### config.mk
export PLATFORM = sky130hd
export DESIGN_NAME = sync_fifo_counted_flat
export DESIGN_NICKNAME = d
export VERILOG_FILES = /design/src/rtl/sync_fifo_counted_pkg.sv /design/src/rtl/sync_fifo_counted_if.sv /design/src/rtl/sync_fifo_counted_fifo_mem_2p.sv /design/src/rtl/sync_fifo_counted.sv /design/src/flat_wrapper.sv
export SDC_FILE = /design/constraint.sdc
export NUM_CORES = 1
export LEC_CHECK = 0
export ABC_AREA = 1
export BUFFER_PORTS_ARGS = -buffer_cell sky130_fd_sc_hd__buf_2
export CORE_MARGIN = 2
export CORE_UTILIZATION = 40
export DETAILED_ROUTE_END_ITERATION = 8
export PLACE_DENSITY_LB_ADDON = 0.08
export SKIP_LAST_GASP = 1
export SLEW_MARGIN = 20
export SYNTH_ARGS = -nofsm -noshare
export SYNTH_HDL_FRONTEND = slang
export SYNTH_SLANG_ARGS = --single-unit
### constraint.sdc
create_clock -name clk -period 2.4 [get_ports clk]
set_clock_uncertainty 0.15 [all_clocks]
set_input_delay 0 -clock clk [delete_from_list [all_inputs] [get_ports clk]]
set_output_delay 0 -clock clk [all_outputs]
set_load 0.02 [all_outputs]
### src/rtl/sync_fifo_counted_pkg.sv
// rtl/sync_fifo_counted_pkg.sv - shared defaults and per-edge operation encoding for the counted FIFO
package sync_fifo_counted_pkg;

  localparam int DEF_DATA_W = 8;
  localparam int DEF_DEPTH  = 8;

  // {push_ok, pop_ok} packed into one code so the count update reads as a single case
  typedef enum logic [1:0] {
    OP_IDLE = 2'b00,
    OP_POP  = 2'b01,
    OP_PUSH = 2'b10,
    OP_BOTH = 2'b11
  } fifo_op_e;

endpackage

### src/rtl/sync_fifo_counted_if.sv
// rtl/sync_fifo_counted_if.sv - push/pop/status bundle between producer/consumer and the counted FIFO
interface sync_fifo_counted_if #(
  parameter int DATA_W = 8,
  parameter int DEPTH  = 8
);
  localparam int CNT_W = $clog2(DEPTH + 1);

  logic              clr;
  logic              wr_en;
  logic [DATA_W-1:0] wr_data;
  logic              rd_en;
  logic [DATA_W-1:0] rd_data;
  logic              rd_valid;
  logic [CNT_W-1:0]  words;
  logic              full;
  logic              empty;
  logic              overflow;
  logic              underflow;

  modport master (
    output clr, wr_en, wr_data, rd_en,
    input  rd_data, rd_valid, words, full, empty, overflow, underflow
  );

  modport slave (
    input  clr, wr_en, wr_data, rd_en,
    output rd_data, rd_valid, words, full, empty, overflow, underflow
  );
endinterface

### src/rtl/sync_fifo_counted_fifo_mem_2p.sv
// rtl/sync_fifo_counted_fifo_mem_2p.sv - DEPTH x DATA_W array, synchronous write, registered read with enable
module fifo_mem_2p #(
  parameter int DATA_W = 8,
  parameter int DEPTH  = 8,
  parameter int ADDR_W = $clog2(DEPTH)
) (
  input  logic              clk,
  input  logic              rst_n,
  input  logic              we,
  input  logic [ADDR_W-1:0] waddr,
  input  logic [DATA_W-1:0] wdata,
  input  logic              re,
  input  logic [ADDR_W-1:0] raddr,
  output logic [DATA_W-1:0] rdata
);

  logic [DATA_W-1:0] mem [DEPTH];

  // storage is deliberately left without reset; only the output register is cleared
  always_ff @(posedge clk) begin
    if (we) begin
      mem[waddr] <= wdata;
    end
  end

  always_ff @(posedge clk or negedge rst_n) begin
    if (!rst_n) begin
      rdata <= '0;
    end else if (re) begin
      rdata <= mem[raddr];
    end
  end

endmodule

### src/rtl/sync_fifo_counted.sv
// rtl/sync_fifo_counted.sv - single-clock FIFO with registered occupancy, registered read and sticky error flags
module sync_fifo_counted
  import sync_fifo_counted_pkg::*;
#(
  parameter int DATA_W = DEF_DATA_W,
  parameter int DEPTH  = DEF_DEPTH
) (
  input  logic               clk,
  input  logic               rst_n,
  sync_fifo_counted_if.slave bus
);

  localparam int ADDR_W = $clog2(DEPTH);
  localparam int CNT_W  = $clog2(DEPTH + 1);

  logic [ADDR_W-1:0] wr_ptr;
  logic [ADDR_W-1:0] rd_ptr;
  logic [CNT_W-1:0]  count;
  logic              full_q;
  logic              empty_q;
  logic              push_ok;
  logic              pop_ok;
  logic              rd_valid_q;
  logic              overflow_q;
  logic              underflow_q;
  fifo_op_e          op;

  // status is decoded only from the registered count, never from wr_en/rd_en
  assign full_q  = (count == CNT_W'(DEPTH));
  assign empty_q = (count == '0);

  assign push_ok = bus.wr_en & ~full_q & ~bus.clr;
  assign pop_ok  = bus.rd_en & ~empty_q & ~bus.clr;
  assign op      = fifo_op_e'({push_ok, pop_ok});

  always_ff @(posedge clk or negedge rst_n) begin
    if (!rst_n) begin
      wr_ptr      <= '0;
      rd_ptr      <= '0;
      count       <= '0;
      rd_valid_q  <= 1'b0;
      overflow_q  <= 1'b0;
      underflow_q <= 1'b0;
    end else if (bus.clr) begin
      wr_ptr      <= '0;
      rd_ptr      <= '0;
      count       <= '0;
      rd_valid_q  <= 1'b0;
      overflow_q  <= 1'b0;
      underflow_q <= 1'b0;
    end else begin
      if (push_ok) begin
        wr_ptr <= (wr_ptr == ADDR_W'(DEPTH - 1)) ? '0 : wr_ptr + 1'b1;
      end
      if (pop_ok) begin
        rd_ptr <= (rd_ptr == ADDR_W'(DEPTH - 1)) ? '0 : rd_ptr + 1'b1;
      end
      case (op)
        OP_PUSH: count <= count + 1'b1;
        OP_POP:  count <= count - 1'b1;
        default: count <= count;
      endcase
      rd_valid_q <= pop_ok;
      if (bus.wr_en && full_q) begin
        overflow_q <= 1'b1;
      end
      if (bus.rd_en && empty_q) begin
        underflow_q <= 1'b1;
      end
    end
  end

  fifo_mem_2p #(
    .DATA_W (DATA_W),
    .DEPTH  (DEPTH),
    .ADDR_W (ADDR_W)
  ) u_mem (
    .clk   (clk),
    .rst_n (rst_n),
    .we    (push_ok),
    .waddr (wr_ptr),
    .wdata (bus.wr_data),
    .re    (pop_ok),
    .raddr (rd_ptr),
    .rdata (bus.rd_data)
  );

  assign bus.words     = count;
  assign bus.full      = full_q;
  assign bus.empty     = empty_q;
  assign bus.rd_valid  = rd_valid_q;
  assign bus.overflow  = overflow_q;
  assign bus.underflow = underflow_q;

endmodule

### src/flat_wrapper.sv
// flat-port wrapper written by rule: the top's interface ports become plain ports
module sync_fifo_counted_flat import sync_fifo_counted_pkg::*;
#(
  parameter int DATA_W = DEF_DATA_W,
  parameter int DEPTH  = DEF_DEPTH
)
  (clk, rst_n, bus_clr, bus_wr_en, bus_wr_data, bus_rd_en, bus_rd_data, bus_rd_valid, bus_words, bus_full, bus_empty, bus_overflow, bus_underflow);
  sync_fifo_counted_if #(.DATA_W(DATA_W), .DEPTH(DEPTH)) bus_i ();
  input  logic clk;
  input  logic rst_n;
  input wire logic [$bits(bus_i.clr)-1:0] bus_clr;
  input wire logic [$bits(bus_i.wr_en)-1:0] bus_wr_en;
  input wire logic [$bits(bus_i.wr_data)-1:0] bus_wr_data;
  input wire logic [$bits(bus_i.rd_en)-1:0] bus_rd_en;
  output wire logic [$bits(bus_i.rd_data)-1:0] bus_rd_data;
  output wire logic [$bits(bus_i.rd_valid)-1:0] bus_rd_valid;
  output wire logic [$bits(bus_i.words)-1:0] bus_words;
  output wire logic [$bits(bus_i.full)-1:0] bus_full;
  output wire logic [$bits(bus_i.empty)-1:0] bus_empty;
  output wire logic [$bits(bus_i.overflow)-1:0] bus_overflow;
  output wire logic [$bits(bus_i.underflow)-1:0] bus_underflow;
  assign bus_i.clr = bus_clr;
  assign bus_i.wr_en = bus_wr_en;
  assign bus_i.wr_data = bus_wr_data;
  assign bus_i.rd_en = bus_rd_en;
  assign bus_rd_data = bus_i.rd_data;
  assign bus_rd_valid = bus_i.rd_valid;
  assign bus_words = bus_i.words;
  assign bus_full = bus_i.full;
  assign bus_empty = bus_i.empty;
  assign bus_overflow = bus_i.overflow;
  assign bus_underflow = bus_i.underflow;
  sync_fifo_counted #(.DATA_W(DATA_W), .DEPTH(DEPTH)) u_core (.clk(clk), .rst_n(rst_n), .bus(bus_i));
endmodule
==> impl_metrics.csv <==
group,metric,value,unit
setup_path,arrival,2.35,ns
cells_and_area,multi_input_area,943,um2
min_path,hp-class,"in -> reg",
detailed_routing,wl,7.77,mm
place,gp_congestion,0.770,
die,ioPinCount,30,
place,dpl_cell_area,3890,um2
logic_synthesis,ys_types,26,
cells_and_area,n_fill_cell,812,
clocking,htreeDepth,3,
logic_synthesis,ys_seq_area_share,69.5,%
logic_synthesis,syn-cell-area,3520,um2
run_status,status,"completed",
grt,antenna_found_initial,0,
logic_synthesis,avgSynthCellArea,11.9,um2
timing,finalCritPeriodShare,87.6,%
die,die_area,9570,um2
cells_and_area,final_cell_area,4240,um2
logic_synthesis,ys_seq_elements,85,
setup_path,path_class,"in -> async",
detailed_routing,drc,0,
cells_and_area,instances_no_fill,471,
clocking,cts_resized,0,
detailed_routing,vias_per_cell,5.01,
cells_and_area,antenna_cells,0,
setup_path,end_kind,"asynchronous set/reset pin",
logic_synthesis,synth_simple_gate_area_share,13.1,%
cells_and_area,fin_util,49.1,%
logic_synthesis,synth_edf_count,64,
place,post-place-cells,440,
setup_path,critPathRequiredTime,2.65,ns
timing,maxSlewHeadroom,46.9,%
timing,fmax,0.476,GHz
setup_path,timing.rr.end,"u_core.bus.words[3]",
logic_synthesis,synth_top_family_by_area,"simple AND/OR/NAND/NOR gates",
power,ir_drop,0.383,mV
die,chipHeight,97.8,um
min_path,min_path_cells,3,
die,core-area,8640,um2
grt,overflow,0,
detailed_routing,firstDrtPassIters,5,
clocking,clock_latency,0.35,ns
power,p_per_area,967,nW/um2
cells_and_area,nets,377,
grt,grt_max_degree,35,
cells_and_area,seq_area,2450,um2
timing,report.final.setup_viol,0,
place,io_buffer_count,29,
grt,grt_usage,17.4,%
die,rows,34,
power,p_leak,0.00174,uW
timing,fin_crit,2.10,ns
cells_and_area,layout-drive-gt1-share,20.4,%
min_path,whs_endpoint,"u_core.bus.underflow",
clocking,cts_buffer_depth,2,
clocking,cts_inserted_buffers,9,
flow_run,cap_viol_max_count,0,
logic_synthesis,netlist_instances,296,
logic_synthesis,synth_fa_ha_area_share,2.13,%
cells_and_area,syn2layout_area_growth,20.4,%
die,dieWidth,97.8,um
setup_path,r2r_start,"u_core.bus.words[0]",
min_path,hp-start,"bus_clr",
clocking,cts_tree,"built",
setup_path,worstSetupStartpoint,"rst_n",
detailed_routing,drt-wirelength-per-cell,16.5,um
logic_synthesis,synth_xor_area_share,0.249,%
detailed_routing,ant_nets,0,
setup_path,cp-start-kind,"input port",
setup_path,reg2reg_depth,14,
clocking,clk_pin_slew,0.09,ns
grt,grt_pass1_wl,12.5,mm
clocking,cts_hold_buf,15,
die,start_util,40.8,%
detailed_routing,dr_total_vias,2361,
timing,maxSlewViolCount,0,
timing,worst-slew-pin-transition,0.793,ns
logic_synthesis,async_reset_ff_share,24.7,%
cells_and_area,final_common_cell,"edfxtp_1",
logic_synthesis,ys_warn_count,0,
detailed_routing,first_iter_violations,96,
grt,grt_pass1_vias,2337,
clocking,cts_sinks,85,
logic_synthesis,synthFlopType,"edfxtp_1",
timing,rsz0062_at_grt,"false",
logic_synthesis,synth_compound_area_share,11.3,%
clocking,cts_setup_buffers,0,
logic_synthesis,syn_nets,315,
cells_and_area,final_cell_mix,"edfxtp_1, nand2_1, nor2_1, o21ai_0, buf_2",
logic_synthesis,muxShareOfSynthArea,0,%
timing,setup_tns,0,ns
setup_path,crit_fanout,17,
timing,hold_viol_final,0,
setup_path,reg2reg_setup_slack,0.41,ns
clocking,ctsRootBufferMaster,"clkbuf_8",
place,dpl.hpwl,4.82,mm
## worst max-delay path by stage
stage,cells past startpoint,slack [ns],endpoint
2_1_floorplan,14,0.46,u_core.bus.words[3]
3_3_place_gp,14,0.47,u_core.bus.words[3]
3_5_place_dp,14,0.41,u_core.bus.words[3]
4_1_cts,4,0.24,u_core.bus.overflow
5_1_grt,4,0.10,u_core.bus.overflow
6_report,4,0.30,u_core.wr_ptr[0]
## logic make-up (layout without fill, tap and decap cells)
kind of cell,count (synthesis),in the layout
DFF,85,85
buffers and inverters,34,101
adders and majority gates,6,6
xor gates and xnor gates,1,1
AOI/OAI and AO/OA,67,67
and+or+nand+nor,103,103
## cell type report
cell class              count  area share, %
clock buffers              10           3.01
multi-input cells         177           22.2
clock inverters             6           1.71
inverters                  24           2.18
flip-flops and latches     85           57.7
well taps                 108           3.19
repair buffers             61           9.97
## per-stage QoR
stage	power, uW	worst slack [ns]	hold WS (ns)
2_1_floorplan	2700	0.456	-0.446
3_3_place_gp	3100	0.465	-0.153
3_5_place_dp	3110	0.413	-0.153
4_1_cts	4150	0.238	0.277
5_1_grt	4370	0.104	0.305
6_report	4100	0.298	0.297
## flip-flops by register name (all words and copies together), names as in the netlist
name	count
u_core.u_mem.mem	64
u_core.wr_ptr	3
u_core.rd_ptr	3
u_core.u_mem.rdata	8
u_core.bus.words	4
u_core.bus.overflow	1
u_core.bus.underflow	1
u_core.bus.rd_valid	1
## layer usage
metal	up-vias	GRT usage, %	share of wire [%]
met5	-	0	0
met2	43	27.8	48
met1	1137	23.5	48
met3	12	3.01	2.6
met4	0	7.91	2.2
li1	1169	-	-
## synth_stat cells (5+ instances only)
cell type / number / area [um2]
o211ai_1: 8 / 60.1
nand2_2: 5 / 31.3
dfrtp_1: 21 / 526
o221ai_1: 8 / 70.1
edfxtp_1: 64 / 1920
nand2_1: 44 / 165
inv_1: 22 / 82.6
o22ai_1: 10 / 62.6
ha_1: 6 / 75.1
nor2_1: 42 / 158
o21ai_0: 38 / 190
clkbuf_1: 8 / 30.0
## critical path, cell delays in order
cell and delay [ns]:
dlygate4sd3_1 0.52, dlygate4sd3_1 0.54, buf_2 0.18, dlygate4sd3_1 1.10
## power by group
part | internal, uW | switching (uW) | total [uW] | leakage, uW
combinational | 426 | 829 | 1260 | 0.000796
clock | 490 | 533 | 1020 | 0.0000906
sequential | 1730 | 93.5 | 1820 | 0.000853
total | 2650 | 1460 | 4100 | 0.00174
(Power assumes the default switching activity.)
